===== config.mk =====
export PLATFORM = sky130hd
export DESIGN_NAME = clk_div_gen
export DESIGN_NICKNAME = d
export VERILOG_FILES = /design/src/rtl/clk_div_pkg.sv /design/src/rtl/clk_div_ch.sv /design/src/rtl/clk_div_gen.sv
export SDC_FILE = /design/constraint.sdc
export NUM_CORES = 1
export LEC_CHECK = 0
export ABC_CLOCK_PERIOD_IN_PS = 2200
export BUFFER_PORTS_ARGS = -buffer_cell sky130_fd_sc_hd__buf_2
export CORE_UTILIZATION = 52
export CTS_CLUSTER_SIZE = 24
export DETAILED_ROUTE_END_ITERATION = 12
export HOLD_SLACK_MARGIN = 0.05
export PLACE_DENSITY = 0.75
export SLEW_MARGIN = 40
export SYNTH_ARGS = -nofsm -noshare
export SYNTH_HDL_FRONTEND = slang
export SYNTH_SLANG_ARGS = --single-unit

===== constraint.sdc =====
create_clock -name clk -period 2.2 [get_ports clk]
set_input_delay 0.11 -clock clk [delete_from_list [all_inputs] [get_ports clk]]
set_output_delay 0.11 -clock clk [all_outputs]
set_load 0.005 [all_outputs]

===== src/rtl/clk_div_pkg.sv =====
// Shared constants and types for the clk_div_gen clock divider.
//   NUM_CH_DEF  default channel count
//   CNT_W_DEF   default half-period width
//   EDGE_W_DEF  default rising-edge counter width
//   half_per_t  per-channel half-period value at the default width
//   ch_mode_e   per-channel operating mode (decoded each cycle, not stored)
package clk_div_pkg;

    localparam int unsigned NUM_CH_DEF = 2;
    localparam int unsigned CNT_W_DEF  = 8;
    localparam int unsigned EDGE_W_DEF = 16;

    typedef logic [CNT_W_DEF-1:0] half_per_t;

    typedef enum logic {
        CH_IDLE = 1'b0,
        CH_RUN  = 1'b1
    } ch_mode_e;

endpackage


===== src/rtl/clk_div_ch.sv =====
// One divider channel: a shadowed half-period that is adopted only at a
// half-period boundary, so reprogramming never produces a short pulse.
// Optional rising-edge counter under macro CLK_DIV_EDGE_CNT_EN.
// Ports:
//   clk, rst       clock, synchronous active-high reset
//   en             run enable
//   load           write half_per into the shadow register
//   half_per       new half-period value
//   cnt_clr        clear edge counter (CLK_DIV_EDGE_CNT_EN only)
//   edge_cnt       saturating rise count (CLK_DIV_EDGE_CNT_EN only)
//   clk_out        registered divided clock
//   rise           one-cycle pulse when clk_out goes 0->1
module clk_div_ch
    import clk_div_pkg::*;
#(
    parameter int unsigned CNT_W  = CNT_W_DEF
`ifdef CLK_DIV_EDGE_CNT_EN
    ,
    parameter int unsigned EDGE_W = EDGE_W_DEF
`endif
) (
    input  logic              clk,
    input  logic              rst,
    input  logic              en,
    input  logic              load,
    input  logic [CNT_W-1:0]  half_per,
`ifdef CLK_DIV_EDGE_CNT_EN
    input  logic              cnt_clr,
    output logic [EDGE_W-1:0] edge_cnt,
`endif
    output logic              clk_out,
    output logic              rise
);

    logic [CNT_W-1:0] hs_q, hs_d;
    logic [CNT_W-1:0] ha_q, ha_d;
    logic [CNT_W-1:0] cnt_q, cnt_d;
    logic             clk_out_q, clk_out_d;
    logic             rise_q, rise_d;
    ch_mode_e         mode_c;

    // Mode decode, phase counter and boundary handling.
    always_comb begin
        hs_d      = load ? half_per : hs_q;
        ha_d      = hs_q;
        cnt_d     = '0;
        clk_out_d = 1'b0;
        rise_d    = 1'b0;
        mode_c    = (en && (ha_q != '0)) ? CH_RUN : CH_IDLE;

        unique case (mode_c)
            CH_IDLE: begin
                // Track the shadow so a later enable starts with the latest value.
                ha_d = hs_q;
            end
            CH_RUN: begin
                ha_d      = ha_q;
                cnt_d     = cnt_q + CNT_W'(1);
                clk_out_d = clk_out_q;
                if (cnt_q == ha_q - CNT_W'(1)) begin
                    cnt_d     = '0;
                    clk_out_d = ~clk_out_q;
                    // A load landing on the boundary takes effect immediately.
                    ha_d      = load ? half_per : hs_q;
                end
            end
            default: ;
        endcase

        rise_d = clk_out_d & ~clk_out_q;
    end

    always_ff @(posedge clk) begin
        if (rst) begin
            hs_q      <= '0;
            ha_q      <= '0;
            cnt_q     <= '0;
            clk_out_q <= 1'b0;
            rise_q    <= 1'b0;
        end else begin
            hs_q      <= hs_d;
            ha_q      <= ha_d;
            cnt_q     <= cnt_d;
            clk_out_q <= clk_out_d;
            rise_q    <= rise_d;
        end
    end

    assign clk_out = clk_out_q;
    assign rise    = rise_q;

`ifdef CLK_DIV_EDGE_CNT_EN
    logic [EDGE_W-1:0] edge_cnt_q, edge_cnt_d;

    // Counts visible rise pulses; clear beats a coincident rise; saturates.
    always_comb begin
        edge_cnt_d = edge_cnt_q;
        if (cnt_clr) begin
            edge_cnt_d = '0;
        end else if (rise_q && (edge_cnt_q != '1)) begin
            edge_cnt_d = edge_cnt_q + EDGE_W'(1);
        end
    end

    always_ff @(posedge clk) begin
        if (rst) begin
            edge_cnt_q <= '0;
        end else begin
            edge_cnt_q <= edge_cnt_d;
        end
    end

    assign edge_cnt = edge_cnt_q;
`endif

endmodule


===== src/rtl/clk_div_gen.sv =====
// Multi-channel glitch-free programmable clock divider.
// Optional per-channel rising-edge counters under macro CLK_DIV_EDGE_CNT_EN.
// Ports:
//   clk, rst       clock, synchronous active-high reset
//   en[i]          channel run enable
//   load[i]        write half_per slice i into channel i's shadow register
//   half_per       packed half-periods, channel i at [i*CNT_W +: CNT_W]
//   cnt_clr[i]     clear edge counter i (CLK_DIV_EDGE_CNT_EN only)
//   edge_cnt       packed edge counts, channel i at [i*EDGE_W +: EDGE_W]
//                  (CLK_DIV_EDGE_CNT_EN only)
//   clk_out[i]     registered divided clock of channel i
//   rise[i]        one-cycle pulse when clk_out[i] goes 0->1
module clk_div_gen
    import clk_div_pkg::*;
#(
    parameter int unsigned NUM_CH = NUM_CH_DEF,
    parameter int unsigned CNT_W  = CNT_W_DEF,
    parameter int unsigned EDGE_W = EDGE_W_DEF
) (
    input  logic                     clk,
    input  logic                     rst,
    input  logic [NUM_CH-1:0]        en,
    input  logic [NUM_CH-1:0]        load,
    input  logic [NUM_CH*CNT_W-1:0]  half_per,
`ifdef CLK_DIV_EDGE_CNT_EN
    input  logic [NUM_CH-1:0]        cnt_clr,
    output logic [NUM_CH*EDGE_W-1:0] edge_cnt,
`endif
    output logic [NUM_CH-1:0]        clk_out,
    output logic [NUM_CH-1:0]        rise
);

    // Elaboration-time range guard on the configuration.
    if ((NUM_CH < 1) || (NUM_CH > 16) || (CNT_W < 1) || (EDGE_W < 1)) begin : g_param_chk
        $error("clk_div_gen: parameter out of range");
    end

    // Fully independent channels.
    for (genvar i = 0; i < int'(NUM_CH); i++) begin : g_ch
        clk_div_ch #(
            .CNT_W    (CNT_W)
`ifdef CLK_DIV_EDGE_CNT_EN
            ,
            .EDGE_W   (EDGE_W)
`endif
        ) u_ch (
            .clk      (clk),
            .rst      (rst),
            .en       (en[i]),
            .load     (load[i]),
            .half_per (half_per[i*CNT_W +: CNT_W]),
`ifdef CLK_DIV_EDGE_CNT_EN
            .cnt_clr  (cnt_clr[i]),
            .edge_cnt (edge_cnt[i*EDGE_W +: EDGE_W]),
`endif
            .clk_out  (clk_out[i]),
            .rise     (rise[i])
        );
    end

endmodule


==> run summary, run 1 <==
outcome: finished with violations
failing checks: negative setup slack
Via density: 5.30
cts bufs inserted: 5
vias in the first global route: 1944
die area: 0.00547 sq mm
Critical path buffers and inverters: 2
vias post-DR: 2126
Area Overhead vs Synth: 21.6%
post-synthesis compound-gate area fraction: 11.6%
PnR worst setup slack: -0.182 ns
initial core utilization: 55.5%
Final Hold Viols: 0
largest net degree at the start of global routing: 44
CTS tree: yes
fraction of synthesized area in multiplexers: 10.3%
number of synthesized flops with an enable pin: 0
IO Count: 26
final-report setup violation count: 18
CP max FO: 5
row cnt: 25
Netlist cell types: 52
clk root buf: clkbuf_8
Core Box Area: 0.00485 sq mm
Max Slew Vio Count: 0
register area: 0.00104 sq mm
Worst Skew: 0.0114 ns
crit-path max cell delay: 0.38 ns
critical path required time: 2.37 ns
slew margin rel.: 48.4%
placed cell count: 383
startpoint types: flip-flop
Nets: 359
overall power: 2530 uW
Pwr per Cell Area: 771 mW/mm^2
Post-Layout Cell Count: 401
FMAX: 420 MHz
Die Ht: 74.0 microns
Leak: 0.00136 uW
initial DRC count: 96
Peak supply drop: 655 uV
grt total ovfl: 0
htree depth: 2
DP HPWL: 3640 microns
Die X: 74.0 microns
asr flop ratio synth: 0%
clk_lat worst skew: 0.31 ns
Synth Area in Adders: 1.86%
Yosys reg bits: 52
Seq/Total Area, Yosys: 38.7%
Crit path max-delay family: simple AND/OR/NAND/NOR gates
area of the multi-input gates: 0.00163 sq mm
clk slew on worst S/H paths: 0.11 ns
diodes inserted: 0
RD Place Congestion: 0.790
xor/xnor cell area share of the yosys netlist: 11.4%
Top FF cell, synth: dfxtp_1
worst endpoint data arrival time: 2.55 ns
residual DRC count: 0
main combinational cell family by area after synthesis: simple AND/OR/NAND/NOR gates
fin crit period: 2.38 ns
Routed WL per cell: 13.7 microns
PortBufs: 25
YS warnings: 0
final WL: 5480 microns
number of antenna violations at the first check in global routing: 0
DR pass1 iterations: 4
hold_ws: 0.0402 ns
Simple-Gate Fraction of Synth Area: 20.8%
Post-DRT Antenna Nets: 0
Hold Path Class: input pin to flip-flop
first-pass GRT wire length: 9090 microns
Worst Tran Pin Value: 0.774 ns
Crit. End Element: flip-flop
post-synth net total: 318
clk buf depth: 2
RSZ-0062 raised after global routing: yes
layout cells sized above 1: 28.1%
MaxCap Viol Count: 0
Crit-path slowest cell: or3_4
GRT Overall Usage: 21.5%
Syn Std Cell Area: 0.00269 sq mm
Gate Count Post-Synth: 292
fin crit share: 108%
filler cell count: 373
clock sinks: 52
Mapped Avg Cell Area: 9.22 sq um
Setup Crit Path Kind: flip-flop to flip-flop
CP Cell Sequence: inv_2 > ha_4 > or3b_4 > or3_4 > xnor2_4 > a2111oi_4 > nand2b_1 > buf_4 > o311ai_1
## metrics by stage
| step | cell area (sq um) | util (%) | setup WS, ns | TNS (ns) |
|---|---|---|---|---|
| 5_1_grt | 3270 | 67.5 | -0.274 | -3.38 |
| 4_1_cts | 3220 | 66.5 | -0.170 | -1.53 |
| 6_report | 3270 | 67.5 | -0.182 | -1.80 |
| 3_3_place_gp | 2960 | 61.1 | -0.118 | -1.60 |
| 3_5_place_dp | 2960 | 61.1 | -0.192 | -2.89 |
| 2_1_floorplan | 2730 | - | 0.00804 | 0 |
## cells in the mapped netlist, drive strengths merged, types with 2 or more instances
cell type / instances / area share (%)
xnor2: 17 / 5.5
mux2i: 22 / 8.2
nor3: 12 / 2.2
o21bai: 2 / 0.56
dfxtp: 52 / 39
nand3: 18 / 3.3
ha: 4 / 1.9
or3: 2 / 0.65
a211oi: 3 / 1.0
nor4: 2 / 0.46
nand2: 10 / 1.4
nand4b: 3 / 0.98
nand3b: 2 / 0.56
o21ai: 2 / 0.37
o311ai: 2 / 0.65
buf: 12 / 3.0
or4: 2 / 0.70
clkbuf: 9 / 1.3
o31ai: 4 / 1.1
mux2: 5 / 2.1
o21a: 5 / 1.4
xor2: 18 / 5.9
nor2: 43 / 6.0
a21oi: 6 / 1.1
a311oi: 5 / 2.8
inv: 6 / 0.84
and3: 5 / 1.2
## path summary, 6_finish.rpt
| check | from | to | slack (ns) | cells past startpoint |
|---|---|---|---|---|
| min | half_per[6] | g_ch[0].u_ch.hs_q[6] | 0.04 | 3 |
| max reg2reg | g_ch[0].u_ch.ha_q[1] | g_ch[0].u_ch.ha_q[2] | -0.18 | 9 |
| min reg2reg | g_ch[1].u_ch.cnt_q[0] | g_ch[1].u_ch.cnt_q[0] | 0.50 | 1 |
| max | g_ch[0].u_ch.ha_q[1] | g_ch[0].u_ch.ha_q[2] | -0.18 | 9 |
## state kept, by name, indices dropped and copies added, names as in the netlist
| register | cells |
|---|---|
| g_ch.u_ch.hs_q | 16 |
| g_ch.u_ch.clk_out | 2 |
| g_ch.u_ch.rise | 2 |
| g_ch.u_ch.cnt_q | 16 |
| g_ch.u_ch.ha_q | 16 |
## repair_timing
action / 4_1_cts / 5_1_grt
resized for setup: 17 / 9
cloned: 0 / 0
pin swaps: 6 / 5
buffers inserted: 3 / 1
hold buffers: 5 / 1
endpoints found under the setup margin: 18 / 35
endpoints found under the hold margin: 5 / 1
## kinds of logic (layout without fill, tap and decap cells)
kind of cell	after synthesis	in the layout
and+or+nand+nor	110	110
DFF	52	52
AOI/OAI and AO/OA	36	36
xor gates and xnor gates	35	35
buffers and inverters	28	70
muxes	27	27
adders and majority gates	4	4
## cells in the final DEF (no fill, tap or decap), drive strengths merged, types with 6 or more instances in the layout
cell         instances
nand2               10
xor2                18
buf                 50
dlygate4sd3          6
mux2i               22
nor2                43
dfxtp               52
xnor2               17
inv                  7
a21oi                6
nor3                12
nand3               18
## worst reg2reg max path, stage by stage, from the launching register on
cell and delay, ns:
dfxtp_2 0.35, inv_2 0.07, ha_4 0.13, or3b_4 0.37
or3_4 0.38, xnor2_4 0.17, a2111oi_4 0.32, nand2b_1 0.20
buf_4 0.15, o311ai_1 0.10
## per-layer routing
layer  up-vias  part of all wire [%]  global-route usage, %
li1       1101                     -                      -
met1       989                    51                   31.9
met2        29                    45                   32.1
met3         7                   2.1                   3.25
met4         0                   1.1                   6.41
met5         -                     0                      0
## power by group
part	switching, uW	internal [uW]	leakage [uW]	total [uW]
sequential	76.7	1010	0.000427	1090
combinational	397	437	0.000883	835
clock	362	240	0.0000515	603
## final cells by class
type                       instances  area share (%)
multi-input combinational        212            49.9
timing repair buffer              56            11.8
inverter                           6           0.688
clock inverter                     3            1.03
tap                               67            2.56
sequential                        52            31.9
clock buffer                       5            2.10
Note: power is estimated with default switching activity, not from simulation.
==> inputs of run 2 (changes only) <==
ABC_AREA = 1   (was default)
HOLD_SLACK_MARGIN = default   (was 0.05)
TNS_END_PERCENT = 10   (was default)
==> run summary, run 2 <==
grt total ovfl: 0 (unchanged)
Mapped Avg Cell Area: 6.88 sq um (was 9.22 sq um)
htree depth: 2 (unchanged)
first-pass GRT wire length: 8450 microns (was 9090 microns)
slew margin rel.: 74.2% (was 48.4%)
outcome: completed (was finished with violations)
PortBufs: 25 (unchanged)
number of antenna violations at the first check in global routing: 0 (unchanged)
Yosys reg bits: 52 (unchanged)
vias post-DR: 2378 (was 2126)
initial DRC count: 97 (was 96)
Die X: 75.3 microns (was 74.0 microns)
Crit. End Element: flip-flop (unchanged)
Nets: 453 (was 359)
PnR worst setup slack: 0.251 ns (was -0.182 ns)
largest net degree at the start of global routing: 26 (was 44)
critical path required time: 2.39 ns (was 2.37 ns)
final-report setup violation count: 0 (was 18)
CP Cell Sequence: inv_1 > ha_1 > xor2_1 > nand3_1 > nor2_1 > nand2_1 > nor2_1 > nand2_2 > nand2_1 > nor3_1 (was inv_2 > ha_4 > or3b_4 > or3_4 > xnor2_4 > a2111oi_4 > nand2b_1 > buf_4 > o311ai_1)
post-synth net total: 432 (was 318)
Worst R2R Start: g_ch[1].u_ch.ha_q[0] (was g_ch[0].u_ch.ha_q[1])
Worst Hold Path EP: g_ch[0].u_ch.hs_q[3] (was g_ch[0].u_ch.hs_q[6])
biggest regs: g_ch.u_ch.cnt_q: 16 flops, g_ch.u_ch.ha_q: 16 flops, g_ch.u_ch.hs_q: 16 flops (unchanged)
MaxCap Viol Count: 0 (unchanged)
vias in the first global route: 2021 (was 1944)
Synth top cells by count: nand2_1, nor2_1, inv_1 (was dfxtp_1, nor2_1, mux2i_1)
clk buf depth: 2 (unchanged)
commonest non-fill, non-tap cell in the layout: nand2_1 (was dfxtp_1)
worst endpoint data arrival time: 2.14 ns (was 2.55 ns)
Setup Crit Path Kind: flip-flop to flip-flop (unchanged)
Worst R2R End: g_ch[1].u_ch.cnt_q[2] (was g_ch[0].u_ch.ha_q[2])
RD Place Congestion: 0.852 (was 0.790)
most numerous cell in the Yosys netlist: nand2_1 (was dfxtp_1)
final WL: 4880 microns (was 5480 microns)
Final Hold Viols: 0 (unchanged)
Hold Path Origin: half_per[3] (was half_per[6])
post-synth top area share: 37.3% (was 38.7%)
Die Ht: 75.3 microns (was 74.0 microns)
Seq/Total Area, Yosys: 37.3% (was 38.7%)
clk root buf: clkbuf_8 (unchanged)
number of synthesized flops with an enable pin: 0 (unchanged)
RSZ-0062 raised after global routing: no (was yes)
Pwr per Cell Area: 873 mW/mm^2 (was 771 mW/mm^2)
initial core utilization: 54.3% (was 55.5%)
clock sinks: 52 (unchanged)
asr flop ratio synth: 0% (unchanged)
DP HPWL: 3660 microns (was 3640 microns)
top post-synthesis cells by area: dfxtp_1, nand2_1, nor2_1 (was dfxtp_1, mux2i_1, nor2_1)
Post-DRT Antenna Nets: 0 (unchanged)
Area Overhead vs Synth: 11.6% (was 21.6%)
Routed WL per cell: 9.80 microns (was 13.7 microns)
Worst Skew: 0.00765 ns (was 0.0114 ns)
Leak: 0.00148 uW (was 0.00136 uW)
setup TNS: 0 ns (was -1.80 ns)
R2R depth: 10 (was 9)
Worst Tran Pin Value: 0.388 ns (was 0.774 ns)
Core Box Area: 0.00514 sq mm (was 0.00485 sq mm)
Top FF cell, synth: dfxtp_1 (unchanged)
Syn Std Cell Area: 0.00279 sq mm (was 0.00269 sq mm)
crit-path max cell delay: 0.38 ns (about the same)
FMAX: 513 MHz (was 420 MHz)
diodes inserted: 0 (unchanged)
Synth area leader: dfxtp_1 (unchanged)
DR pass1 iterations: 4 (unchanged)
clk_lat worst skew: 0.30 ns (was 0.31 ns)
startpoint types: flip-flop (unchanged)
most frequent cells in the layout: nand2_1, nor2_1, inv_1 (was dfxtp_1, nor2_1, buf_2)
clk slew on worst S/H paths: 0.10 ns (was 0.11 ns)
layout cells sized above 1: 14.7% (was 28.1%)
CTS tree: yes (unchanged)
IO Count: 26 (unchanged)
Hold Path Class: input pin to flip-flop (unchanged)
setup slack, reg-to-reg: 0.25 ns (was -0.18 ns)
CP max FO: 8 (was 5)
Max Slew Vio Count: 0 (unchanged)
Crit-path slowest cell: dfxtp_1 (was or3_4)
fin crit share: 88.6% (was 108%)
fin crit period: 1.95 ns (was 2.38 ns)
setup slack at placement: 0.181 ns (was -0.192 ns)
cts bufs inserted: 5 (unchanged)
residual DRC count: 0 (unchanged)
row cnt: 26 (was 25)
Via density: 4.78 (was 5.30)
Gate Count Post-Synth: 406 (was 292)
die area: 0.00567 sq mm (was 0.00547 sq mm)
hold path depth: 3 (unchanged)
YS warnings: 0 (unchanged)
GRT Overall Usage: 19.4% (was 21.5%)
Post-CTS Setup Bufs: 0 (was 3)
Peak supply drop: 446 uV (was 655 uV)
Netlist cell types: 29 (was 52)
-- run 2: changes by cell type after synthesis, sizes merged, moves of 7 or more --
| cell | delta |
|---|---|
| nor2 | +22 |
| mux2i | -14 |
| xor2 | -7 |
| nor3 | -8 |
| nand2 | +89 |
| xnor2 | -10 |
| nand3 | +9 |
| inv | +50 |
| a21oi | +9 |
| o21ai | +27 |
-- run 2: where the power goes --
| part | switching, uW | internal [uW] | total (uW) |
|---|---|---|---|
| clock network | 313 | 568 | 882 |
| logic | 457 | 291 | 748 |
| registers | 75.4 | 1010 | 1090 |
| total | 846 | 1870 | 2720 |
-- run 2: critical path: cells and delay by family (launching register included) --
kind	cells	cell delay, ns
simple gates	7	0.89
flops	1	0.38
xor+xnor	1	0.13
buf+inv	1	0.11
fa+ha+maj	1	0.32
-- run 2: repair_timing --
item                       in CTS  in global routing
resized for setup               0                  6
setup endpoints to repair       0                 13
hold buffers                    0                  0
hold endpoints to repair        0                  0
-- run 2: cells by family after synthesis --
family                   share of synthesized area (%)
flip-flops                                        37.3
adder cells (fa/ha/maj)                           1.79
buffers and inverters                             11.3
multiplexers                                      2.87
AO/OA/AOI/OAI                                     9.36
AND/OR/NAND/NOR                                   31.8
XOR/XNOR                                          5.65
-- run 2: worst max-delay path by stage --
stage	from	to	slack [ns]	cells after the start
6_report	g_ch[1].u_ch.ha_q[0]	g_ch[1].u_ch.cnt_q[2]	0.25	10
5_1_grt	g_ch[1].u_ch.ha_q[0]	g_ch[1].u_ch.ha_q[1]	0.02	13
4_1_cts	g_ch[0].u_ch.ha_q[0]	g_ch[0].u_ch.ha_q[0]	0.16	13
3_5_place_dp	g_ch[0].u_ch.ha_q[0]	g_ch[0].u_ch.ha_q[3]	0.18	13
3_3_place_gp	g_ch[0].u_ch.ha_q[0]	g_ch[0].u_ch.ha_q[0]	0.24	13
2_1_floorplan	g_ch[1].u_ch.ha_q[0]	g_ch[1].u_ch.ha_q[7]	0.43	16
-- run 2: metrics by stage --
stage | total power (uW) | instances | utilization, % | hold slack (ns) | area (sq um)
global placement | 1820 | 490 | 57.1 | 0.362 | 2930
detailed placement | 1840 | 490 | 57.1 | 0.376 | 2930
floorplan | 1720 | 406 | - | 0.272 | 2790
CTS | 2730 | 498 | 60.2 | 0.0437 | 3090
global route | 2930 | 498 | 60.6 | 0.0557 | 3120
finish | 2720 | 498 | 60.6 | 0.0546 | 3120
-- run 2: layout make-up --
class | count | area, sq um
sequential | 52 | 1040
timing repair buffer | 29 | 155
inverter | 57 | 214
fill | 498 | 2020
multi-input combinational | 282 | 1460
clock buffer | 5 | 68.8
clock inverter | 3 | 90.1
tap | 70 | 87.6
-- run 2: routing by layer --
metal / global-route usage, % / share of wire (%) / vias to the layer above
li1: - / - / 1298
met1: 26.4 / 50 / 1037
met2: 30.1 / 46 / 39
met3: 4.55 / 2.7 / 4
met4: 7.20 / 0.98 / 0
met5: 0 / 0 / -
==> inputs of run 3 (changes only) <==
ABC_AREA = 0   (was 1)
CTS_CLUSTER_DIAMETER = 80   (was default)
==> run summary, run 3 (synthesis gave the netlist of run 1 again) <==
IO Count: 26 (unchanged)
filler cell count: 388 (was 498)
first-pass GRT wire length: 9490 microns (was 8450 microns)
DR pass1 iterations: 4 (unchanged)
diodes inserted: 0 (unchanged)
die area: 0.00547 sq mm (was 0.00567 sq mm)
clock sinks: 52 (unchanged)
RSZ-0062 raised after global routing: yes (was no)
vias post-DR: 2163 (was 2378)
Hold Path Class: input pin to flip-flop (unchanged)
Critical path buffers and inverters: 2 (was 1)
initial DRC count: 101 (was 97)
worst endpoint data arrival time: 2.60 ns (was 2.14 ns)
Worst Hold Path EP: g_ch[0].u_ch.hs_q[4] (was g_ch[0].u_ch.hs_q[3])
GRT Overall Usage: 22.5% (was 19.4%)
setup slack, reg-to-reg: -0.18 ns (was 0.25 ns)
cts bufs inserted: 5 (unchanged)
Crit path max-delay family: compound AO/OA/AOI/OAI gates (was simple AND/OR/NAND/NOR gates)
most frequent cells in the layout: dfxtp_1, nor2_1, buf_2 (was nand2_1, nor2_1, inv_1)
Post-DRT Antenna Nets: 0 (unchanged)
largest net degree at the start of global routing: 36 (was 26)
critical path required time: 2.42 ns (was 2.39 ns)
clk root buf: clkbuf_8 (unchanged)
slew margin rel.: 56.0% (was 74.2%)
MaxCap Viol Count: 0 (unchanged)
crit-path max cell delay: 0.54 ns (was 0.38 ns)
Worst R2R Start: g_ch[0].u_ch.ha_q[0] (was g_ch[1].u_ch.ha_q[0])
number of antenna violations at the first check in global routing: 0 (unchanged)
fin crit share: 108% (was 88.6%)
hold buffers post-CTS: 0 (unchanged)
fin crit period: 2.38 ns (was 1.95 ns)
Die X: 74.0 microns (was 75.3 microns)
FMAX: 420 MHz (was 513 MHz)
Via density: 5.50 (was 4.78)
layout cells sized above 1: 28.5% (was 14.7%)
CP max FO: 4 (was 8)
Peak supply drop: 496 uV (was 446 uV)
Crit-path slowest cell: or4_4 (was dfxtp_1)
RD Place Congestion: 0.755 (was 0.852)
final-report setup violation count: 18 (was 0)
Die Ht: 74.0 microns (was 75.3 microns)
Area Overhead vs Synth: 18.2% (was 11.6%)
startpoint types: flip-flop (unchanged)
Max Slew Vio Count: 0 (unchanged)
Core Box Area: 0.00485 sq mm (was 0.00514 sq mm)
grt total ovfl: 0 (unchanged)
Worst Skew: 0.00998 ns (was 0.00765 ns)
failing checks: negative setup slack
hold path depth: 3 (unchanged)
final WL: 5670 microns (was 4880 microns)
PortBufs: 25 (unchanged)
row cnt: 25 (was 26)
Final Hold Viols: 0 (unchanged)
clk buf depth: 2 (unchanged)
hold_ws: 0.0451 ns (was 0.0546 ns)
clk_lat worst skew: 0.31 ns (was 0.30 ns)
setup slack at placement: -0.263 ns (was 0.181 ns)
DP HPWL: 3870 microns (was 3660 microns)
R2R depth: 8 (was 10)
Worst Tran Pin Value: 0.659 ns (was 0.388 ns)
Setup Crit Path Kind: flip-flop to flip-flop (unchanged)
CP Cell Sequence: or4_4 > o221a_4 > a311oi_4 > a2111oi_4 > buf_4 > nand2b_4 > buf_6 > o311ai_2 (was inv_1 > ha_1 > xor2_1 > nand3_1 > nor2_1 > nand2_1 > nor2_1 > nand2_2 > nand2_1 > nor3_1)
outcome: finished with violations (was completed)
residual DRC count: 0 (unchanged)
cell area after layout: 0.00318 sq mm (was 0.00312 sq mm)
Nets: 352 (was 453)
Routed WL per cell: 14.4 microns (was 9.80 microns)
CTS tree: yes (unchanged)
initial core utilization: 55.5% (was 54.3%)
commonest non-fill, non-tap cell in the layout: dfxtp_1 (was nand2_1)
htree depth: 2 (unchanged)
clk slew on worst S/H paths: 0.10 ns (about the same)
PnR worst setup slack: -0.180 ns (was 0.251 ns)
biggest regs: g_ch.u_ch.cnt_q: 16 flops, g_ch.u_ch.ha_q: 16 flops, g_ch.u_ch.hs_q: 16 flops (unchanged)
DP Area: 0.00294 sq mm (was 0.00293 sq mm)
Worst R2R End: g_ch[0].u_ch.ha_q[2] (was g_ch[1].u_ch.cnt_q[2])
vias in the first global route: 2056 (was 2021)
Crit. End Element: flip-flop (unchanged)
Hold Path Origin: half_per[4] (was half_per[3])
Leak: 0.00132 uW (was 0.00148 uW)
Pwr per Cell Area: 764 mW/mm^2 (was 873 mW/mm^2)
-- run 3: cell types whose count changed in the layout (fill, tap and decap cells not counted), moves of 7 or more --
cell	before	now
xnor2_1	7	16
inv_1	55	4
nor2_1	59	41
buf_4	4	21
nand2_1	95	8
nand3_1	25	18
a21oi_1	15	6
o21ai_0	20	2
mux2i_1	8	22
o21ai_2	9	0
xor2_1	11	18
-- run 3: worst max path at each step --
stage                                 endpoint  slack (ns)                  from  cells after the start
after floorplan           g_ch[0].u_ch.ha_q[7]       -0.04  g_ch[0].u_ch.ha_q[0]                      8
after global placement       g_ch[0].u_ch.rise       -0.17  g_ch[0].u_ch.ha_q[1]                      7
after detailed placement     g_ch[0].u_ch.rise       -0.26  g_ch[0].u_ch.ha_q[0]                      7
after CTS                 g_ch[0].u_ch.ha_q[5]       -0.19  g_ch[0].u_ch.ha_q[0]                     10
after global routing      g_ch[0].u_ch.ha_q[2]       -0.22  g_ch[0].u_ch.ha_q[0]                      8
final                     g_ch[0].u_ch.ha_q[2]       -0.18  g_ch[0].u_ch.ha_q[0]                      8
-- run 3: routing by layer --
layer	track usage, %	up-vias	wire, microns
li1	-	1092	-
met1	30.4	1013	2730
met2	34.9	54	2650
met3	6.37	4	241
met4	7.05	0	42
met5	0	-	0
-- run 3: power by group --
part / leakage, uW / total, uW / internal, uW / switching [uW]
clock: 0.0000406 / 546 / 222 / 323
combinational: 0.000856 / 796 / 405 / 391
sequential: 0.000427 / 1090 / 1010 / 77.9
total: 0.00132 / 2430 / 1640 / 792
-- run 3: tightest hold or removal path, delay by kind of cell --
family,cells,cell delay [ns]
buf+inv,1,0.09
mux,1,0.06
simple gates,1,0.07
-- run 3: final cells by class --
cell class	count	area (sq um)	share of cell area, %
Sequential cell	52	1050	32.9
Multi-Input combinational cell	212	1630	51.2
Tap cell	67	83.8	2.63
Clock buffer	5	68.8	2.16
Inverter	6	22.5	0.708
Timing Repair Buffer	49	317	9.95
Clock inverter	2	16.3	0.511
-- run 3: what timing repair did --
item	in CTS	in global routing
endpoints found under the setup margin	18	35
setup buffers	4	3
pin swaps	15	6
gates resized for setup	19	8
-- run 3: stage by stage --
stage / cells / utilization [%] / setup TNS (ns) / power, uW
final: 393 / 65.6 / -2.22 / 2430
after global routing: 393 / 65.6 / -3.44 / 2560
after CTS: 391 / 64.7 / -2.28 / 2400
after detailed placement: 380 / 60.6 / -3.33 / 1780
after global placement: 380 / 60.6 / -1.38 / 1760
after floorplan: 292 / - / -0.103 / 1610
